File: src/rtl/spram_arbiter_pkg.sv
// Shared encodings for the spram arbiter: FSM states and access-owner codes.
package spram_arbiter_pkg;

  typedef enum logic [2:0] {
    ST_IDLE     = 3'd0,
    ST_RD       = 3'd1,
    ST_WAIT     = 3'd2,
    ST_RMW_RD   = 3'd3,
    ST_RMW_WAIT = 3'd4,
    ST_WR       = 3'd5
  } state_t;

  typedef enum logic {
    OWN_I = 1'b0,
    OWN_D = 1'b1
  } owner_t;

endpackage

File: src/rtl/spram_arbiter_rr_arb2.sv
// Two-requester arbiter (I vs D). Grants only while en is high; the pointer
// remembers which port gets preference on the next simultaneous request.
module rr_arb2 #(
  parameter bit RR = 1'b1
) (
  input  logic clk,
  input  logic rst_n,
  input  logic en,
  input  logic req_i,
  input  logic req_d,
  output logic gnt_i,
  output logic gnt_d
);

  logic prio_d;

  always_comb begin
    gnt_i = 1'b0;
    gnt_d = 1'b0;
    if (en) begin
      if (req_i && req_d) begin
        if (RR && !prio_d) gnt_i = 1'b1;
        else               gnt_d = 1'b1;
      end else begin
        gnt_i = req_i;
        gnt_d = req_d;
      end
    end
  end

  // After any grant, the other port is preferred next time.
  always_ff @(posedge clk or negedge rst_n) begin
    if (!rst_n)             prio_d <= 1'b0;
    else if (gnt_i | gnt_d) prio_d <= gnt_i;
  end

endmodule

File: src/rtl/spram_arbiter.sv
// Shares one single-port spram between an instruction-fetch port (I) and a
// load/store port (D); partial-strobe stores become read-modify-write.
module spram_arbiter
  import spram_arbiter_pkg::*;
#(
  parameter int W  = 32,
  parameter int AW = 15,
  parameter bit RR = 1'b1
) (
  input  logic          clk,
  input  logic          rst_n,
  // Handshake: a requester raises req with its command and holds both steady
  // until it sees a one-cycle ack; the command is latched at grant, so later
  // changes (including dropping req) do not affect the access in flight.
  input  logic          i_req,
  input  logic [AW-1:0] i_addr,
  output logic          i_ack,
  output logic [W-1:0]  i_rdata,
  input  logic          d_req,
  input  logic          d_we,
  input  logic [AW-1:0] d_addr,
  input  logic [W-1:0]  d_wdata,
  input  logic [W/8-1:0] d_wstrb,
  output logic          d_ack,
  output logic [W-1:0]  d_rdata,
  output logic          mem_rd_en,
  output logic [AW-1:0] mem_addr,
  output logic          mem_wr_en,
  output logic [W-1:0]  mem_wr_data,
  input  logic [W-1:0]  mem_rd_data,
  input  logic          mem_rd_valid,
  output logic [2:0]    dbg_state
);

  localparam int SW = W / 8;

  state_t        state, state_nx;
  owner_t        owner;
  logic          gnt_i, gnt_d, grant, rd_done;
  logic [W-1:0]  lat_wdata, merged, i_rdata_q, d_rdata_q;
  logic [SW-1:0] lat_wstrb;

  rr_arb2 #(.RR(RR)) u_arb (
    .clk   (clk),
    .rst_n (rst_n),
    .en    (state == ST_IDLE),
    .req_i (i_req),
    .req_d (d_req),
    .gnt_i (gnt_i),
    .gnt_d (gnt_d)
  );

  assign grant     = gnt_i | gnt_d;
  assign dbg_state = state;

  always_ff @(posedge clk or negedge rst_n) begin
    if (!rst_n) state <= ST_IDLE;
    else        state <= state_nx;
  end

  always_comb begin
    state_nx = state;
    case (state)
      ST_IDLE: begin
        if (gnt_i || (gnt_d && !d_we)) state_nx = ST_RD;
        else if (gnt_d) begin
          if (&d_wstrb)      state_nx = ST_WR;
          else if (|d_wstrb) state_nx = ST_RMW_RD;
          else               state_nx = ST_WR;
        end
      end
      ST_RD:       state_nx = ST_WAIT;
      ST_WAIT:     if (mem_rd_valid) state_nx = ST_IDLE;
      ST_RMW_RD:   state_nx = ST_RMW_WAIT;
      ST_RMW_WAIT: if (mem_rd_valid) state_nx = ST_WR;
      ST_WR:       state_nx = ST_IDLE;
      default:     state_nx = ST_IDLE;
    endcase
  end

  // Strobed bytes come from the store, the rest from the word just read.
  always_comb begin
    merged = mem_rd_data;
    for (int b = 0; b < SW; b++) begin
      if (lat_wstrb[b]) merged[8*b +: 8] = lat_wdata[8*b +: 8];
    end
  end

  // Enables are one-cycle pulses; address and write data hold between accesses.
  always_ff @(posedge clk or negedge rst_n) begin
    if (!rst_n) begin
      owner       <= OWN_I;
      lat_wdata   <= '0;
      lat_wstrb   <= '0;
      mem_rd_en   <= 1'b0;
      mem_wr_en   <= 1'b0;
      mem_addr    <= '0;
      mem_wr_data <= '0;
    end else begin
      mem_rd_en <= 1'b0;
      mem_wr_en <= 1'b0;
      if (state == ST_IDLE && grant) begin
        owner     <= gnt_i ? OWN_I : OWN_D;
        mem_addr  <= gnt_i ? i_addr : d_addr;
        lat_wdata <= d_wdata;
        lat_wstrb <= d_wstrb;
        if (gnt_i || !d_we) begin
          mem_rd_en <= 1'b1;
        end else if (&d_wstrb) begin
          mem_wr_en   <= 1'b1;
          mem_wr_data <= d_wdata;
        end else if (|d_wstrb) begin
          mem_rd_en <= 1'b1;
        end
      end else if (state == ST_RMW_WAIT && mem_rd_valid) begin
        mem_wr_en   <= 1'b1;
        mem_wr_data <= merged;
      end
    end
  end

  assign rd_done = (state == ST_WAIT) && mem_rd_valid;
  assign i_ack   = rd_done && (owner == OWN_I);
  assign d_ack   = (rd_done && (owner == OWN_D)) || (state == ST_WR);
  assign i_rdata = i_ack ? mem_rd_data : i_rdata_q;
  assign d_rdata = (rd_done && (owner == OWN_D)) ? mem_rd_data : d_rdata_q;

  always_ff @(posedge clk or negedge rst_n) begin
    if (!rst_n) begin
      i_rdata_q <= '0;
      d_rdata_q <= '0;
    end else begin
      if (i_ack)                          i_rdata_q <= mem_rd_data;
      if (rd_done && (owner == OWN_D))    d_rdata_q <= mem_rd_data;
    end
  end

endmodule

File: config.mk
export PLATFORM = sky130hd
export DESIGN_NAME = spram_arbiter
export DESIGN_NICKNAME = d
export VERILOG_FILES = /design/src/rtl/spram_arbiter_pkg.sv /design/src/rtl/spram_arbiter_rr_arb2.sv /design/src/rtl/spram_arbiter.sv
export SDC_FILE = /design/constraint.sdc
export NUM_CORES = 1
export LEC_CHECK = 0
export BUFFER_PORTS_ARGS = -buffer_cell sky130_fd_sc_hd__buf_4
export CAP_MARGIN = 30
export CELL_PAD_IN_SITES_DETAIL_PLACEMENT = 1
export CELL_PAD_IN_SITES_GLOBAL_PLACEMENT = 2
export CORE_ASPECT_RATIO = 0.9
export CORE_MARGIN = 2
export CORE_UTILIZATION = 34
export DETAILED_ROUTE_END_ITERATION = 7
export GPL_TIMING_DRIVEN = 0
export PLACE_DENSITY = 0.84
export RECOVER_POWER = 25
export SETUP_SLACK_MARGIN = 0.2
export SLEW_MARGIN = 15
export SYNTH_ARGS = -nofsm -noshare
export SYNTH_HDL_FRONTEND = slang
export SYNTH_SLANG_ARGS = --single-unit
File: constraint.sdc
create_clock -name clk -period 3.15 [get_ports clk]
set_clock_uncertainty 0.05 [all_clocks]
set_input_delay 0 -clock clk [delete_from_list [all_inputs] [get_ports clk]]
set_output_delay 0 -clock clk [all_outputs]
set_load 0.02 [all_outputs]
# ---- Yosys cells after proc, flatten, opt, wreduce, memory -nomap -nowiden
# Index checks and enable logic that the tools add are counted.
dict set report op_classes {
  reduce_logical 17
  n_lt_le_gt_ge 0
  addsub 0
  n_mux 33
  bitwise 2
  n_mul 0
  shifts 0
  n_eq_ne 10
  div 0
}
# operator count
set ops {}
lappend ops {{2-to-1 mux 32 bit} 6}
lappend ops {{2-to-1 mux 8 bit} 4}
lappend ops {{2-to-1 mux 3 bit} 6}
lappend ops {{2-to-1 mux 1 bit} 15}
lappend ops {{2-to-1 mux 15 bit} 1}
lappend ops {{one-hot mux 3 bit (5 select lines)} 1}
lappend ops {{logical AND 1 bit} 7}
lappend ops {{== test 3 x 2 -> 1 bit (second input constant)} 2}
lappend ops {{== test 3 bit (second input constant)} 2}
lappend ops {{!= test 2 bit (second input constant)} 3}
lappend ops {{AND reduction 3 bit} 2}
lappend ops {{AND reduction 4 bit} 1}
lappend ops {{OR reduction 4 bit} 1}
lappend ops {{== test 3 x 1 -> 1 bit (second input constant)} 1}
lappend ops {{zero test 3 bit} 1}
lappend ops {{logical OR 1 bit} 3}
lappend ops {{!= test 3 bit (second input constant)} 1}
lappend ops {{!= test 2 x 1 -> 1 bit (second input constant)} 1}
lappend ops {{nonzero test 2 bit} 1}
lappend ops {{zero test 1 bit} 1}
lappend ops {{NOT 1 bit} 1}
lappend ops {{bitwise OR 1 bit} 1}
dict set report totals {
  memories 0
  ff_bits 154
  latch_bits 0
  mem_bits_rw 0
  in_bits 104
  romBits 0
  output_inout_bits 118
  wordCells 73
}

# ---- Longest topological paths before layout
# Gate-level depths: netlist (run 1).
dict set report depth {
  ltp_word 7
  mapped_depth 7
  ltp_nobuf 4
}

# ---- Hierarchy
# A second synthesis (run 1) with hierarchy kept.
dict set report hier_totals {
  cells_unflattened 468
  area_unflattened_um2 6665.1
}
# module seq_area_each_um2 cells_per_inst instances area_each_um2
set modules_own_cells {}
lappend modules_own_cells {spram_arbiter 3828.7 460 1 6603.8}
lappend modules_own_cells {rr_arb2 25.0 8 1 61.3}

# ---- Worst setup path after synthesis (run 1)
# OpenSTA, ideal clock, no wires.
dict set report synth_timing {
  path_type {register to register}
  start {register state[1], in the netlist dbg_state[1]}
  end {register mem_wr_data[10]}
  path_slack_ps 1014
  t_required_ps 2975
  stages_incl_launch_ff 7
  period_less_slack_ps 2136
  arrival_ps 1961
  setup_ps 125
  n_path_buf 2
  path_cell_list {dfrtp_1 > nor3_2 > buf_4 > nand2_4 > o41ai_4 > buf_6 > mux2_2}
}
dict set report synth_via {
  elab_chain_cells 6
  word_cells_on_any_way 13
  classes_between {3 x eq/ne; 3 x mux; 1 x bitwise; 6 x reduce/logical}
}
# element line_no
set synth_lines {}
lappend synth_lines {{start, declared} spram_arbiter.sv:37} ;# state_t state, state_nx;
lappend synth_lines {{start signal, assigned} spram_arbiter.sv:58} ;# else state <= state_nx;
lappend synth_lines {{zero test 3 bit} {spram_arbiter.sv:46, spram_arbiter.sv:102}}
lappend synth_lines {{2-to-1 mux 1 bit} spram_arbiter_rr_arb2.sv:20} ;# if (en) begin
lappend synth_lines {{bitwise OR 1 bit} spram_arbiter.sv:53} ;# assign grant = gnt_i | gnt_d;
lappend synth_lines {{logical AND 1 bit} spram_arbiter.sv:102} ;# if (state == ST_IDLE && grant) begin
lappend synth_lines {{!= test 2 x 1 -> 1 bit (no source line) (tied with other cells)} -}
lappend synth_lines {{AND reduction 3 bit (no source line)} -}
lappend synth_lines {{end signal, assigned} spram_arbiter.sv:111} ;# mem_wr_data <= d_wdata;
lappend synth_lines {{end signal, assigned} spram_arbiter.sv:117} ;# mem_wr_data <= merged;
lappend synth_lines {{end, declared} spram_arbiter.sv:29} ;# output logic [W-1:0] mem_wr_data,
# Several ways; a longest one is shown, not always the timed one.
# A chain may end at the register's enable or synchronous reset.

# ---- Worst setup path in the final report (run 1)
dict set report layout_timing {
  start {register u_arb.prio_d}
  end {register mem_addr[11]}
}
dict set report layout_via {
  elab_chain_cells 5
  word_cells_on_any_way 9
  classes_between {7 x mux; 1 x bitwise; 1 x reduce/logical}
}
# element line_no
set layout_lines {}
lappend layout_lines {{start, declared} spram_arbiter_rr_arb2.sv:15} ;# logic prio_d;
lappend layout_lines {{start signal, assigned} spram_arbiter_rr_arb2.sv:34} ;# else if (gnt_i | gnt_d) prio_d <= gnt_i;
lappend layout_lines {{2-to-1 mux 1 bit} spram_arbiter_rr_arb2.sv:22} ;# if (RR && !prio_d) gnt_i = 1'b1;
lappend layout_lines {{2-to-1 mux 1 bit} spram_arbiter_rr_arb2.sv:21} ;# if (req_i && req_d) begin
lappend layout_lines {{2-to-1 mux 1 bit} spram_arbiter_rr_arb2.sv:20}
lappend layout_lines {{bitwise OR 1 bit} spram_arbiter.sv:53}
lappend layout_lines {{logical AND 1 bit} spram_arbiter.sv:102}
lappend layout_lines {{end signal, assigned} spram_arbiter.sv:104} ;# mem_addr <= gnt_i ? i_addr : d_addr;
lappend layout_lines {{end, declared} spram_arbiter.sv:27} ;# output logic [AW-1:0] mem_addr,
# Several ways; a longest one is shown, not always the timed one.

==> results.sh, run 1 <==
export IMPL_cts_made_buffers=17
export IMPL_syn_inst=541
export IMPL_synth_nets=645
export IMPL_finalSetupViolations=0
export IMPL_route_detailed_drc=0
export IMPL_syn_cell_area_um2=6500
export IMPL_numPortBuffers=221
export IMPL_relSlewSlack=-0.323
export IMPL_core_area_um2=18600
export IMPL_drv_cap=1
export IMPL_antenna_left=0
export IMPL_avgViaCountPerCell=4.81
export IMPL_post_cts_repair_setup_buffers=0
export IMPL_drive_above_1_share=0.369
export IMPL_fmax_mhz=360
export IMPL_nNetsFinal=987
export IMPL_r2r_setup_slack_ps=370
export IMPL_start_util=0.350
export IMPL_seq_area_frac_synth=0.593
export IMPL_wl_mm=22.0
export IMPL_setup_worst_path_end_class="flop"
export IMPL_worstPathMaxFanout=10
export IMPL_cts_clk_slew_worst_paths_ps=60
export IMPL_final_common_cell="buf_4"
export IMPL_antenna_found_initial=0
export IMPL_most_common_layout_cells="buf_4 (190), dfrtp_1 (154), dlygate4sd3_1 (101), mux2_2 (96), nand2_1 (90)"
export IMPL_dp_hpwl_mm=14.5
export IMPL_vias=5488
export IMPL_period_needed_ps=2780
export IMPL_post_synth_cell_area_avg_um2=12.0
export IMPL_synth_compound_area_frac=0.0657
export IMPL_synthSimpleGateAreaFrac=0.0915
export IMPL_rsz0062_at_grt="no"
export IMPL_design_die_area_um2=20200
export IMPL_post_drt_wl_per_cell_um=19.3
export IMPL_cts_buffer_depth=2
export IMPL_grtUsageTotal=0.223
export IMPL_cts_tree="done"
export IMPL_rows=47
export IMPL_grt_max_degree=80
export IMPL_powerDensity_nw_per_um2=1070
export IMPL_yosys_warnings=0
export IMPL_io_pins=222
export IMPL_critPathLaunchType="flop"
export IMPL_hold_path_class="in2reg"
export IMPL_place_gp_congestion=0.756
export IMPL_synth_seq_cells=154
export IMPL_slew_viol_final=76
export IMPL_arrival_ps=3030
export IMPL_hold_viol=0
export IMPL_area_growth_pct=53.9
export IMPL_synth_area_mux_share=0.217
export IMPL_synth_top_family_by_area="multiplexers"
export IMPL_first_pass_iters=4
export IMPL_fin_cells=1141
export IMPL_n_antenna_cell=0
export IMPL_r2r_cells=6
export IMPL_outcome="complete, but fails checks"
export IMPL_fin_crit_sh=0.883
export IMPL_tns_ps=0
export IMPL_worst_pin_slew_ps=1980
export IMPL_hold_depth=5
export IMPL_drtIter0Drc=133
export IMPL_clk_insertion_delay_late_ps=420
export IMPL_htreeDepth=4
export IMPL_gr_total_overflow=0
export IMPL_grt_pass1_vias=6343
export IMPL_ys_types=31
export IMPL_finish_utilization=0.538
export IMPL_crit_type="reg2reg"
export IMPL_violations="capacitance limit, slew limit"
export IMPL_grt_pass1_wl_mm=34.8
export IMPL_p_leak_nw=4.80
export IMPL_max_vdd_ir_drop_mv=0.499
export IMPL_synthAdderAreaFrac=0
export IMPL_synthXorXnorAreaFrac=0
export IMPL_required_ps=3400
export IMPL_cts_sinks=154
export IMPL_cts_root_buf="clkbuf_16"
export IMPL_fp_dieH_um=135
export IMPL_dp_cells=1008
export IMPL_die_x_um=150
export IMPL_power_total_mw=10.7
layer usage:
layer / part of all wire / routed length, um / GRT usage / up-vias
li1: - / - / - / 2561
met1: 0.43 / 9520 / 0.277 / 2733
met2: 0.50 / 11000 / 0.390 / 167
met3: 0.052 / 1140 / 0.0512 / 27
met4: 0.018 / 393 / 0.0660 / 0
met5: 0 / 0 / 0 / -
registers in the layout, summed over array words and instances, names as in the netlist:
| name | cells |
|---|---|
| mem_wr_data | 32 |
| d_rdata_q | 32 |
| mem_addr | 15 |
| u_arb.prio_d | 1 |
| owner | 1 |
| lat_wdata | 32 |
| lat_wstrb | 4 |
| i_rdata_q | 32 |
| mem_rd_en | 1 |
| mem_wr_en | 1 |
| dbg_state | 3 |
power breakdown:
| part | total [mW] | leakage (nW) | internal, mW | switching [mW] |
|---|---|---|---|---|
| Clock | 2.16 | 0.300 | 1.30 | 0.860 |
| Combinational | 5.16 | 2.62 | 2.23 | 2.93 |
| Sequential | 3.39 | 1.88 | 2.95 | 0.443 |
path summary, 6_finish.rpt:
kind,startpoint,to
hold reg to reg,lat_wdata[0]$_DFFE_PN0P_,lat_wdata[0]$_DFFE_PN0P_
max in group asynchronous,rst_n,lat_wdata[16]$_DFFE_PN0P_
setup reg to reg,u_arb.prio_d$_DFFE_PN0N_,mem_addr[11]$_DFFE_PN0P_
setup / recovery,u_arb.prio_d$_DFFE_PN0N_,mem_addr[11]$_DFFE_PN0P_
min in group asynchronous,rst_n,mem_addr[3]$_DFFE_PN0P_
hold / removal,i_req,lat_wdata[0]$_DFFE_PN0P_
cells by family after synthesis:
kind of cell / Yosys count
muxes: 129
AOI/OAI and AO/OA: 73
DFF: 154
and+or+nand+nor: 137
buffers and inverters: 48
critical path: stages (launching register included):
cell	delay [ps]
dfrtp_1	390
a21boi_1	600
nand2_1	380
clkbuf_1	350
o22ai_1	240
a21oi_1	70
dlygate4sd3_1	580
area by class of cell:
| class | count | area, um2 |
|---|---|---|
| multi-input combinational | 339 | 2430 |
| clock buffer | 19 | 453 |
| fill | 1985 | 8580 |
| buffer | 33 | 155 |
| sequential | 154 | 3850 |
| inverter | 15 | 56.3 |
| tap | 245 | 307 |
| clock inverter | 13 | 164 |
| timing repair buffer | 323 | 2580 |
synthesized netlist by cell type:
library cell | number | area (um2)
dfrtp_1 | 154 | 3850
mux2_2 | 96 | 1080
nand2_1 | 90 | 338
o21ai_0 | 35 | 175
mux2i_1 | 33 | 330
nand3_1 | 33 | 165
clkbuf_1 | 21 | 78.8
a21oi_1 | 15 | 75.1
inv_1 | 15 | 56.3
o22ai_1 | 13 | 81.3
nor2b_1 | 5 | 31.3
buf_1 | 4 | 15.0
buf_2 | 4 | 20.0
buf_6 | 3 | 33.8
a31oi_1 | 2 | 12.5
nor2_1 | 2 | 7.51
o31ai_1 | 2 | 15.0
a211o_1 | 1 | 8.76
a21boi_1 | 1 | 7.51
and2_0 | 1 | 6.26
buf_4 | 1 | 7.51
nand2_4 | 1 | 11.3
nand4_1 | 1 | 6.26
nor3_1 | 1 | 5.00
nor3_2 | 1 | 10.0
o211ai_1 | 1 | 7.51
o21a_1 | 1 | 7.51
o311ai_0 | 1 | 8.76
o41ai_4 | 1 | 27.5
or2_1 | 1 | 6.26
or4_1 | 1 | 7.51
repair_timing:
| action | CTS | global route |
|---|---|---|
| setup endpoints to repair | 0 | 29 |
| endpoints found under the hold margin | 224 | 0 |
| hold buffers | 101 | 0 |
| gates resized for setup | 0 | 1 |
stage by stage:
step | setup WS (ps) | hold WS [ps] | instance area [um2]
6_report | 370 | 164 | 10000
5_1_grt | 243 | 169 | 10000
4_1_cts | 255 | 113 | 10100
3_5_place_dp | 623 | -31.6 | 8500
3_3_place_gp | 655 | 168 | 8460
2_1_floorplan | 1010 | -346 | 6500
Power figures use the tool's default switching activity.
==> inputs of run 2 (changes only) <==
--- a/config.mk
+++ b/config.mk
@@ -5,7 +5,7 @@
 export SDC_FILE = /design/constraint.sdc
 export NUM_CORES = 1
 export LEC_CHECK = 0
-export BUFFER_PORTS_ARGS = -buffer_cell sky130_fd_sc_hd__buf_4
+export BUFFER_PORTS_ARGS = -buffer_cell sky130_fd_sc_hd__buf_2
 export CAP_MARGIN = 30
 export CELL_PAD_IN_SITES_DETAIL_PLACEMENT = 1
 export CELL_PAD_IN_SITES_GLOBAL_PLACEMENT = 2
==> run 2 against run 1 <==
Net effect:
- the run still ends with capacitance limit, slew limit left
- power is 3.5% lower
- clock power about the same
- first-iteration DRC count is 11% higher
- clock-buffer cell count shrank 1
- combinational power is 7.6% lower
- critical path type unchanged
- critical endpoint is now mem_addr[8]$_DFFE_PN0P_
- largest cell class unchanged
- largest power group unchanged
==> results.sh, run 2 (synthesis results as in run 1) <==
export IMPL_outcome="complete, but fails checks"
export IMPL_violations="capacitance limit, slew limit"
export IMPL_antenna_found_initial=0
export IMPL_avgViaCountPerCell=4.88
export IMPL_grt_max_degree=84
export IMPL_drive_above_1_share=0.363
export IMPL_powerDensity_nw_per_um2=1080
export IMPL_r2r_setup_slack_ps=370
export IMPL_min_to="lat_wdata[0]$_DFFE_PN0P_"
export IMPL_rows=47
export IMPL_core_area_um2=18600
export IMPL_numPortBuffers=221
export IMPL_tns_ps=0
export IMPL_dp_hpwl_mm=14.3
export IMPL_slew_viol_final=72
export IMPL_vias=5562
export IMPL_first_pass_iters=4
export IMPL_hold_depth=5
export IMPL_route_detailed_drc=0
export IMPL_critPathLaunchType="flop"
export IMPL_cts_made_buffers=17
export IMPL_drtIter0Drc=148
export IMPL_post_cts_repair_setup_buffers=0
export IMPL_grtUsageTotal=0.220
export IMPL_drv_cap=1
export IMPL_cts_tree="done"
export IMPL_fp_dieH_um=135
export IMPL_htreeDepth=4
export IMPL_crit_type="reg2reg"
export IMPL_rr_endpoint="mem_addr[8]$_DFFE_PN0P_"
export IMPL_most_common_layout_cells="buf_2 (189), dfrtp_1 (154), dlygate4sd3_1 (101), mux2_2 (96), nand2_1 (90)"
export IMPL_cts_clk_slew_worst_paths_ps=60
export IMPL_grt_pass1_vias=6333
export IMPL_p_leak_nw=4.65
export IMPL_design_die_area_um2=20200
export IMPL_place_gp_congestion=0.756
export IMPL_setup_worst_path_end_class="flop"
export IMPL_worst_pin_slew_ps=1880
export IMPL_required_ps=3390
export IMPL_design_area_um2=9530
export IMPL_clk_insertion_delay_late_ps=420
export IMPL_cts_root_buf="clkbuf_16"
export IMPL_placed_cell_area_um2=7950
export IMPL_hold_start="d_req"
export IMPL_antenna_left=0
export IMPL_gr_total_overflow=0
export IMPL_start_util=0.350
export IMPL_arrival_ps=3020
export IMPL_io_pins=222
export IMPL_fin_crit_sh=0.883
export IMPL_grt_pass1_wl_mm=34.1
export IMPL_wl_mm=21.7
export IMPL_finalSetupViolations=0
export IMPL_r2r_cells=6
export IMPL_nNetsFinal=987
export IMPL_die_x_um=150
export IMPL_area_growth_pct=46.7
export IMPL_max_vdd_ir_drop_mv=0.485
export IMPL_cts_buffer_depth=2
export IMPL_relSlewSlack=-0.255
export IMPL_fmax_mhz=360
export IMPL_cts_sinks=154
export IMPL_hold_viol=0
export IMPL_hold_path_class="in2reg"
export IMPL_rsz0062_at_grt="no"
export IMPL_n_antenna_cell=0
export IMPL_r2r_start="u_arb.prio_d$_DFFE_PN0N_"
export IMPL_post_drt_wl_per_cell_um=19.0
export IMPL_period_needed_ps=2780
export IMPL_final_common_cell="buf_2"
export IMPL_worstPathMaxFanout=10
[run 2: cell count changes in the layout (fill, tap and decap cells not counted)]
cell / previous run / this run
clkinv_4: 2 / 3
inv_6: 3 / 2
buf_2: 4 / 189
clkbuf_1: 52 / 57
clkbuf_8: 2 / 0
buf_4: 190 / 1
clkinvlp_4: 2 / 1
inv_8: 0 / 1
clkinv_2: 3 / 2
bufinv_16: 3 / 4
[run 2: final cells by class]
class / count / area, um2
Buffer: 33 / 155
Clock buffer: 18 / 429
Clock inverter: 13 / 193
Fill cell: 2069 / 9050
Inverter: 15 / 56.3
Multi-Input combinational cell: 339 / 2430
Sequential cell: 154 / 3850
Tap cell: 245 / 307
Timing Repair Buffer: 323 / 2100
[run 2: how the worst max path moves through the flow]
| stage | startpoint | end | cells past startpoint |
|---|---|---|---|
| 2_1_floorplan | dbg_state[1]$_DFFE_PN0P_ | mem_wr_data[10]$_DFFE_PN0P_ | 6 |
| 3_3_place_gp | rst_n | i_rdata_q[15]$_DFF_PN0_ | 1 |
| 3_5_place_dp | dbg_state[1]$_DFFE_PN0P_ | mem_wr_data[14]$_DFFE_PN0P_ | 6 |
| 4_1_cts | dbg_state[1]$_DFFE_PN0P_ | i_rdata[25] | 6 |
| 5_1_grt | dbg_state[1]$_DFFE_PN0P_ | mem_addr[12]$_DFFE_PN0P_ | 7 |
| 6_report | u_arb.prio_d$_DFFE_PN0N_ | mem_addr[8]$_DFFE_PN0P_ | 6 |
[run 2: metrics by stage]
stage          power (mW)  instances   util  setup slack (ps)  hold WS (ps)
2_1_floorplan        6.28        541      -              1010          -346
3_3_place_gp         7.69       1007  0.426              -211           180
3_5_place_dp         7.93       1008  0.428               659         -53.5
4_1_cts              10.4       1140  0.516               262          92.8
5_1_grt              11.0       1140  0.513               219           214
6_report             10.3       1140  0.513               370           172
[run 2: per-layer routing]
metal / global-route usage / share of wire / wire length [um] / vias to the layer above
met2: 0.393 / 0.50 / 10900 / 173
li1: - / - / - / 2567
met3: 0.0572 / 0.058 / 1260 / 16
met5: 0 / 0 / 0 / -
met4: 0.0529 / 0.0089 / 193 / 0
met1: 0.266 / 0.43 / 9390 / 2806
[run 2: power breakdown]
part           internal, mW  switching, mW  leakage [nW]
clock                  1.33          0.851         0.303
combinational          1.86           2.91          2.47
sequential             2.95          0.432          1.88
[run 2: critical path: stages (launching register included)]
cell	delay (ps)
dfrtp_1	390
a21boi_1	580
nand2_1	380
clkbuf_1	340
o22ai_1	260
a21oi_1	70
dlygate4sd3_1	590
[run 2: timing repair]
item,4_1_cts,5_1_grt
endpoints found under the setup margin,0,29
gates resized for setup,0,1
hold endpoints to repair,222,0
hold buffers,101,0
